**config.mk**
```make
export PLATFORM = sky130hd
export DESIGN_NAME = multi_cycle_control
export DESIGN_NICKNAME = d
export VERILOG_FILES = /design/src/rtl/multi_cycle_pkg.sv /design/src/rtl/multi_cycle_control_decode.sv /design/src/rtl/multi_cycle_control.sv
export SDC_FILE = /design/constraint.sdc
export NUM_CORES = 1
export LEC_CHECK = 0
export BUFFER_PORTS_ARGS = -buffer_cell sky130_fd_sc_hd__buf_2
export CAP_MARGIN = 15
export CORE_MARGIN = 2
export CORE_UTILIZATION = 51
export CTS_BUF_LIST = sky130_fd_sc_hd__clkbuf_4
export CTS_CLUSTER_SIZE = 8
export DETAILED_ROUTE_END_ITERATION = 10
export GPL_TIMING_DRIVEN = 0
export MAX_ROUTING_LAYER = met4
export PLACE_DENSITY_LB_ADDON = 0.12
export SYNTH_ARGS = -nofsm -noshare
export SYNTH_HDL_FRONTEND = slang
export SYNTH_SLANG_ARGS = --single-unit
```
**constraint.sdc**
```tcl
create_clock -name CLK -period 2.1 [get_ports CLK]
set_clock_uncertainty 0.05 [all_clocks]
set_input_delay 0.21 -clock CLK [delete_from_list [all_inputs] [get_ports CLK]]
set_output_delay 0.21 -clock CLK [all_outputs]
set_load 0.05 [all_outputs]
```
**src/rtl/multi_cycle_pkg.sv**
```systemverilog
// Shared types and constants for the multi-cycle LEGv8 control unit.
// Opcode patterns are value/mask pairs so the decoder can match don't-care bits.
package multi_cycle_pkg;

  typedef enum logic [2:0] {
    ST_FETCH  = 3'd0,
    ST_DECODE = 3'd1,
    ST_EXEC   = 3'd2,
    ST_MEM    = 3'd3,
    ST_WB     = 3'd4,
    ST_HALT   = 3'd7
  } state_e;

  typedef enum logic [2:0] {
    CLS_ALU   = 3'd0,
    CLS_LOAD  = 3'd1,
    CLS_STORE = 3'd2,
    CLS_CBZ   = 3'd3,
    CLS_B     = 3'd4
  } op_class_e;

  localparam logic [10:0] MASK_EXACT = 11'b111_1111_1111;

  localparam logic [10:0] OP_LDUR_VAL    = 11'b111_1100_0010;
  localparam logic [10:0] OP_STUR_VAL    = 11'b111_1100_0000;
  localparam logic [10:0] OP_ADDREG_VAL  = 11'b100_0101_1000;
  localparam logic [10:0] OP_SUBREG_VAL  = 11'b110_0101_1000;
  localparam logic [10:0] OP_ANDREG_VAL  = 11'b100_0101_0000;
  localparam logic [10:0] OP_ORRREG_VAL  = 11'b101_0101_0000;
  localparam logic [10:0] OP_ADDIMM_VAL  = 11'b100_1000_1000;
  localparam logic [10:0] OP_ADDIMM_MASK = 11'b111_1111_1110;
  localparam logic [10:0] OP_SUBIMM_VAL  = 11'b110_1000_1000;
  localparam logic [10:0] OP_SUBIMM_MASK = 11'b111_1111_1110;
  localparam logic [10:0] OP_CBZ_VAL     = 11'b101_1010_0000;
  localparam logic [10:0] OP_CBZ_MASK    = 11'b111_1111_1000;
  localparam logic [10:0] OP_B_VAL       = 11'b000_1010_0000;
  localparam logic [10:0] OP_B_MASK      = 11'b111_1110_0000;
  localparam logic [10:0] OP_MOVZ_VAL    = 11'b110_1001_0100;
  localparam logic [10:0] OP_MOVZ_MASK   = 11'b111_1111_1100;

  localparam logic [3:0] ALUOP_AND   = 4'b0000;
  localparam logic [3:0] ALUOP_ORR   = 4'b0001;
  localparam logic [3:0] ALUOP_ADD   = 4'b0010;
  localparam logic [3:0] ALUOP_SUB   = 4'b0110;
  localparam logic [3:0] ALUOP_PASSB = 4'b0111;

  localparam logic [2:0] SIGNOP_ARITH = 3'b000;
  localparam logic [2:0] SIGNOP_DT    = 3'b001;
  localparam logic [2:0] SIGNOP_BR    = 3'b010;
  localparam logic [2:0] SIGNOP_CB    = 3'b011;
  localparam logic [2:0] SIGNOP_MOV   = 3'b100;

  function automatic logic op_match(input logic [10:0] op,
                                    input logic [10:0] val,
                                    input logic [10:0] mask);
    return (op & mask) == val;
  endfunction

endpackage

```
**src/rtl/multi_cycle_control_decode.sv**
```systemverilog
// Combinational LEGv8 opcode decoder: legality, instruction class and datapath selects.
// Selects an instruction does not use are left at 0.
module legv8_decode
  import multi_cycle_pkg::*;
#(
  parameter int OPCODE_W = 11,
  parameter int ALUOP_W  = 4,
  parameter int SIGNOP_W = 3
) (
  input  logic [OPCODE_W-1:0] opcode,
  output logic                legal,
  output op_class_e           op_class,
  output logic                reg2loc,
  output logic                alusrc,
  output logic                mem2reg,
  output logic [ALUOP_W-1:0]  aluop,
  output logic [SIGNOP_W-1:0] signop
);

  always_comb begin
    legal    = 1'b1;
    op_class = CLS_ALU;
    reg2loc  = 1'b0;
    alusrc   = 1'b0;
    mem2reg  = 1'b0;
    aluop    = '0;
    signop   = '0;
    if (op_match(opcode, OP_LDUR_VAL, MASK_EXACT)) begin
      op_class = CLS_LOAD;
      alusrc   = 1'b1;
      mem2reg  = 1'b1;
      aluop    = ALUOP_ADD;
      signop   = SIGNOP_DT;
    end else if (op_match(opcode, OP_STUR_VAL, MASK_EXACT)) begin
      op_class = CLS_STORE;
      reg2loc  = 1'b1;
      alusrc   = 1'b1;
      aluop    = ALUOP_ADD;
      signop   = SIGNOP_DT;
    end else if (op_match(opcode, OP_ADDREG_VAL, MASK_EXACT)) begin
      aluop = ALUOP_ADD;
    end else if (op_match(opcode, OP_SUBREG_VAL, MASK_EXACT)) begin
      aluop = ALUOP_SUB;
    end else if (op_match(opcode, OP_ANDREG_VAL, MASK_EXACT)) begin
      aluop = ALUOP_AND;
    end else if (op_match(opcode, OP_ORRREG_VAL, MASK_EXACT)) begin
      aluop = ALUOP_ORR;
    end else if (op_match(opcode, OP_ADDIMM_VAL, OP_ADDIMM_MASK)) begin
      alusrc = 1'b1;
      aluop  = ALUOP_ADD;
      signop = SIGNOP_ARITH;
    end else if (op_match(opcode, OP_SUBIMM_VAL, OP_SUBIMM_MASK)) begin
      alusrc = 1'b1;
      aluop  = ALUOP_SUB;
      signop = SIGNOP_ARITH;
    end else if (op_match(opcode, OP_CBZ_VAL, OP_CBZ_MASK)) begin
      op_class = CLS_CBZ;
      reg2loc  = 1'b1;
      aluop    = ALUOP_PASSB;
      signop   = SIGNOP_CB;
    end else if (op_match(opcode, OP_B_VAL, OP_B_MASK)) begin
      op_class = CLS_B;
      signop   = SIGNOP_BR;
    end else if (op_match(opcode, OP_MOVZ_VAL, OP_MOVZ_MASK)) begin
      alusrc = 1'b1;
      aluop  = ALUOP_PASSB;
      signop = SIGNOP_MOV;
    end else begin
      legal = 1'b0;
    end
  end

endmodule

```
**src/rtl/multi_cycle_control.sv**
```systemverilog
// Multi-cycle LEGv8 control FSM with memory-ready stalls, stall timeout and a
// saturating retired-instruction counter.
module multi_cycle_control
  import multi_cycle_pkg::*;
#(
  parameter int OPCODE_W  = 11,
  parameter int ALUOP_W   = 4,
  parameter int SIGNOP_W  = 3,
  parameter int RETIRE_W  = 32,
  parameter int TIMEOUT_W = 8
) (
  input  logic                CLK,
  input  logic                reset,
  input  logic [OPCODE_W-1:0] opcode,
  input  logic                imem_ready,
  input  logic                dmem_ready,
  input  logic                zero,
  output logic                imem_req,
  output logic                ir_write,
  output logic                pc_write,
  output logic                pc_src,
  output logic                reg2loc,
  output logic                alusrc,
  output logic                mem2reg,
  output logic                regwrite,
  output logic                dmem_req,
  output logic                dmem_we,
  output logic [ALUOP_W-1:0]  aluop,
  output logic [SIGNOP_W-1:0] signop,
  output logic [2:0]          state,
  output logic                illegal_op,
  output logic                bus_error,
  output logic [RETIRE_W-1:0] retired
);

  localparam logic [TIMEOUT_W-1:0] WAIT_LAST = {TIMEOUT_W{1'b1}} - TIMEOUT_W'(1);

  state_e                state_q, state_d;
  logic                  run_q;
  logic [TIMEOUT_W-1:0]  wait_q, wait_d;
  logic [RETIRE_W-1:0]   retired_q, retired_d;
  logic                  illegal_q, illegal_d;
  logic                  bus_err_q, bus_err_d;
  op_class_e             class_q, class_d;
  logic                  reg2loc_q, reg2loc_d;
  logic                  alusrc_q, alusrc_d;
  logic                  mem2reg_q, mem2reg_d;
  logic [ALUOP_W-1:0]    aluop_q, aluop_d;
  logic [SIGNOP_W-1:0]   signop_q, signop_d;
  logic                  retire_inc;

  logic                  dec_legal;
  op_class_e             dec_class;
  logic                  dec_reg2loc, dec_alusrc, dec_mem2reg;
  logic [ALUOP_W-1:0]    dec_aluop;
  logic [SIGNOP_W-1:0]   dec_signop;

  legv8_decode #(
    .OPCODE_W (OPCODE_W),
    .ALUOP_W  (ALUOP_W),
    .SIGNOP_W (SIGNOP_W)
  ) u_decode (
    .opcode   (opcode),
    .legal    (dec_legal),
    .op_class (dec_class),
    .reg2loc  (dec_reg2loc),
    .alusrc   (dec_alusrc),
    .mem2reg  (dec_mem2reg),
    .aluop    (dec_aluop),
    .signop   (dec_signop)
  );

  // run_q keeps every output quiet until the first edge after reset releases.
  always_ff @(posedge CLK or posedge reset) begin
    if (reset) begin
      state_q   <= ST_FETCH;
      run_q     <= 1'b0;
      wait_q    <= '0;
      retired_q <= '0;
      illegal_q <= 1'b0;
      bus_err_q <= 1'b0;
      class_q   <= CLS_ALU;
      reg2loc_q <= 1'b0;
      alusrc_q  <= 1'b0;
      mem2reg_q <= 1'b0;
      aluop_q   <= '0;
      signop_q  <= '0;
    end else begin
      state_q   <= state_d;
      run_q     <= 1'b1;
      wait_q    <= wait_d;
      retired_q <= retired_d;
      illegal_q <= illegal_d;
      bus_err_q <= bus_err_d;
      class_q   <= class_d;
      reg2loc_q <= reg2loc_d;
      alusrc_q  <= alusrc_d;
      mem2reg_q <= mem2reg_d;
      aluop_q   <= aluop_d;
      signop_q  <= signop_d;
    end
  end

  always_comb begin
    state_d    = state_q;
    wait_d     = wait_q;
    illegal_d  = illegal_q;
    bus_err_d  = bus_err_q;
    class_d    = class_q;
    reg2loc_d  = reg2loc_q;
    alusrc_d   = alusrc_q;
    mem2reg_d  = mem2reg_q;
    aluop_d    = aluop_q;
    signop_d   = signop_q;
    retire_inc = 1'b0;
    imem_req   = 1'b0;
    ir_write   = 1'b0;
    pc_write   = 1'b0;
    pc_src     = 1'b0;
    regwrite   = 1'b0;
    dmem_req   = 1'b0;
    dmem_we    = 1'b0;
    if (run_q) begin
      case (state_q)
        ST_FETCH: begin
          imem_req = 1'b1;
          if (imem_ready) begin
            ir_write = 1'b1;
            state_d  = ST_DECODE;
          end else begin
            wait_d = wait_q + TIMEOUT_W'(1);
            if (wait_q == WAIT_LAST) begin
              bus_err_d = 1'b1;
              state_d   = ST_HALT;
            end
          end
        end
        ST_DECODE: begin
          class_d   = dec_class;
          reg2loc_d = dec_reg2loc;
          alusrc_d  = dec_alusrc;
          mem2reg_d = dec_mem2reg;
          aluop_d   = dec_aluop;
          signop_d  = dec_signop;
          if (dec_legal) begin
            state_d = ST_EXEC;
          end else begin
            illegal_d = 1'b1;
            pc_write  = 1'b1;
            wait_d    = '0;
            state_d   = ST_FETCH;
          end
        end
        ST_EXEC: begin
          case (class_q)
            CLS_B, CLS_CBZ: begin
              pc_write   = 1'b1;
              pc_src     = (class_q == CLS_B) ? 1'b1 : zero;
              retire_inc = 1'b1;
              wait_d     = '0;
              state_d    = ST_FETCH;
            end
            CLS_LOAD, CLS_STORE: begin
              wait_d  = '0;
              state_d = ST_MEM;
            end
            default: state_d = ST_WB;
          endcase
        end
        ST_MEM: begin
          dmem_req = 1'b1;
          dmem_we  = (class_q == CLS_STORE);
          if (dmem_ready) begin
            if (class_q == CLS_STORE) begin
              pc_write   = 1'b1;
              retire_inc = 1'b1;
              wait_d     = '0;
              state_d    = ST_FETCH;
            end else begin
              state_d = ST_WB;
            end
          end else begin
            wait_d = wait_q + TIMEOUT_W'(1);
            if (wait_q == WAIT_LAST) begin
              bus_err_d = 1'b1;
              state_d   = ST_HALT;
            end
          end
        end
        ST_WB: begin
          regwrite   = 1'b1;
          pc_write   = 1'b1;
          retire_inc = 1'b1;
          wait_d     = '0;
          state_d    = ST_FETCH;
        end
        ST_HALT: state_d = ST_HALT;
        default: begin
          wait_d  = '0;
          state_d = ST_FETCH;
        end
      endcase
    end
    retired_d = (retire_inc && (retired_q != {RETIRE_W{1'b1}}))
                ? retired_q + RETIRE_W'(1) : retired_q;
  end

  assign reg2loc    = reg2loc_q;
  assign alusrc     = alusrc_q;
  assign mem2reg    = mem2reg_q;
  assign aluop      = aluop_q;
  assign signop     = signop_q;
  assign state      = state_q;
  assign illegal_op = illegal_q;
  assign bus_error  = bus_err_q;
  assign retired    = retired_q;

endmodule
```
==> results.ini <==
[die]
coreArea_um2 = 5960
start_util = 0.532
die_x_um = 82.8
pin_count = 70
die_h_um = 82.8
die-area_um2 = 6860
placementRows = 28

[placed_design]
gp_congestion = 0.900
placed_area_um2 = 3730
numPortBuffers = 68
dpl.hpwl_um = 5250

[drt]
dr.pass1.iters = 4
ant_nets = 0
wire_per_inst_um = 15.5
drtIter0Drc = 102
via_per_inst = 5.63
finalWirelength_um = 8090
vias = 2935
drcViolationCount = 0

[clock_network]
cts_sinks = 57
cts_root_buffer = clkbuf_4
path_clk_slew_ns = 0.10
clock_latency_ns = 0.41
clockBufferDepth = 2
h-tree-depth = 3
cts_tree = yes
cts-buffers-inserted = 9

[logic_synthesis]
ys_seq_area_frac = 0.450
synthFlopType = dfrtp_1
synthMostInstantiatedCell = dfrtp_1
syn_nets = 355
synth_area_leaders = dfrtp_1 (45%), xnor2_1 (5.0%), nand2_1 (4.6%)
syn_inst = 336
synth_seq_cells = 57
ys_types = 61
synth_edf_count = 0
yosysTopAreaCell = dfrtp_1
synthArstFlopShare = 1.00
syn-cell-area_um2 = 3170
synth_common_cells = dfrtp_1 (57), nand2_1 (39), nor2_1 (33)
synth-warning-count = 0
synth.avg_cell_area_um2 = 9.43
synthDominantCellAreaShare = 0.450

[grt]
grtUsageTotal = 0.244
grt_pass1_wl_um = 13300
antenna_found_initial = 0
grt_pass1_vias = 2844
grt_start_max_net_pins = 33
grt-ovfl-total = 0

[finish]
drive_above_1_share = 0.433
fillers = 440
fin_nets = 460
syn_to_final_growth_pct = 38.3
design_area_um2 = 4380
antenna_cells = 0

[worst_setup_path]
crit_top_cell = a21oi_4
worstPathRequired_ns = 1.84
arrival_ns = 1.93
max_stage_delay_ns = 0.44
start_kind = register
worstPathCellList = or3b_4 -> buf_6 -> a21oi_4 -> nor2_4 -> a21oi_4 -> buf_8
critPathKind = reg2out
crit_path_start = class_q[0]$_DFFE_PP0P_
cp_max_fo = 4
r2r_start = class_q[0]$_DFFE_PP0P_
end_kind = primary output
r2r_setup_slack_ns = -0.06
crit_slowest_cell = dfrtp_2

[pwr]
p_clk_frac = 0.217
switching_share = 0.403
pwr-share-seq = 0.375
power.switching_mw = 1.49
comb_power_share = 0.408
power.density_nw_per_um2 = 846
intPower_mw = 2.21
p_leak_nw = 2.06
peakVddDrop_uv = 565

[sta]
rsz0062_at_grt = yes
finalCritPeriodShare = 1.04
setup_viol = 16
hold_viol_final = 0
tns_ns = -0.569
fin_crit_ns = 2.19
tightest_slew_ns = 0.582
relSlewSlack = 0.612
timing.final.max_slew_violations = 0
layout_setup_ws_ns = -0.0939
max_freq_mhz = 456

[outcome]
violations = negative setup slack
status = complete, but fails checks

[job]
maxCapViolations = 0

[min_path]
holdCritPathClass = in2reg
hp-start = opcode[1]

-- power groups by stage --
stage	clock network (mW)	registers, mW	logic (mW)
global route	0.866	1.41	1.62
floorplan	0	1.62	0.662
detailed placement	0	1.41	1.15
finish	0.803	1.39	1.51
CTS	0.808	1.37	1.36
global placement	0	1.40	1.13
-- metal layers --
layer | track usage | wire, µm | part of all wire
met1 | 0.314 | 3670 | 0.45
met2 | 0.373 | 3820 | 0.47
met3 | 0.0467 | 381 | 0.047
met4 | 0.116 | 206 | 0.025
met5 | - | 0 | 0
-- layout make-up --
| class | count | area, µm² | area share |
|---|---|---|---|
| tap | 75 | 93.8 | 0.0214 |
| buffer | 8 | 81.3 | 0.0186 |
| clock inverter | 5 | 46.3 | 0.0106 |
| clock buffer | 11 | 82.6 | 0.0188 |
| sequential | 57 | 1450 | 0.330 |
| multi-input combinational | 260 | 1990 | 0.454 |
| timing repair buffer | 95 | 597 | 0.136 |
| inverter | 10 | 43.8 | 0.00999 |
-- logic make-up after synthesis --
group	synth area share
fa+ha+maj	0.0118
flops	0.450
mux	0.00987
xor+xnor	0.0829
other cells	0.00237
simple gates	0.294
compound gates	0.120
buf+inv	0.0292
-- worst max-delay path: cells and delay by family, from the launching register on --
family	cells	cell delay [ns]
buf+inv	2	0.29
flops	1	0.44
simple gates	2	0.48
compound gates	2	0.31
-- stage by stage --
stage	util	total power [mW]	worst slack, ns	std cells	hold WS [ns]
after global placement	0.623	2.53	-0.469	479	0.397
after global routing	0.736	3.90	-0.180	521	0.0771
after floorplan	-	2.28	-0.117	336	0.319
after detailed placement	0.627	2.56	-0.178	480	0.256
after CTS	0.693	3.53	-0.117	512	0.0525
final	0.736	3.70	-0.0939	521	0.0668
-- registers in the layout, indices dropped and copies added (netlist names) --
signal	cells
mem2reg	1
signop	3
alusrc	1
illegal_op	1
class_q	3
bus_error	1
aluop	3
retired	32
wait_q	8
state	3
run_q	1
-- layout by cell type, fill, tap and decap left out, drive strengths merged, types with 3 or more instances in the layout --
cell type | Yosys | routed
or2 | 6 | 6
a21o | 7 | 7
xor2 | 12 | 12
or3 | 3 | 3
nand4 | 11 | 11
nand3 | 20 | 20
clkinv | 0 | 4
nor2 | 33 | 33
inv | 10 | 9
a22o | 3 | 3
nor4bb | 3 | 3
xnor2 | 18 | 18
o31ai | 4 | 4
buf | 5 | 100
nand2 | 39 | 39
ha | 3 | 3
nand2b | 4 | 4
and3 | 5 | 5
dfrtp | 57 | 57
a21oi | 9 | 9
nor4 | 7 | 7
clkbuf | 4 | 13
nor3b | 7 | 7
nor3 | 11 | 11
o21ai | 10 | 10
and2 | 4 | 4
-- repair_timing --
item                                    in CTS  in global routing
resized for setup                           37                 40
hold endpoints to repair                    25                  0
endpoints found under the setup margin      37                 42
hold buffers                                 1                  0
setup buffers                               16                  9
pin swaps                                   10                 19
-- final timing paths --
check,to,cells past startpoint
min in group asynchronous,retired[6]$_DFFE_PP0P_,3
setup / recovery,pc_write,6
hold reg to reg,illegal_op$_DFFE_PP0P_,1
hold / removal,mem2reg$_DFFE_PP0P_,3
max in group asynchronous,class_q[2]$_DFFE_PP0P_,4
setup reg to reg,wait_q[3]$_DFFE_PP0P_,5
Power figures use the tool's default switching activity.
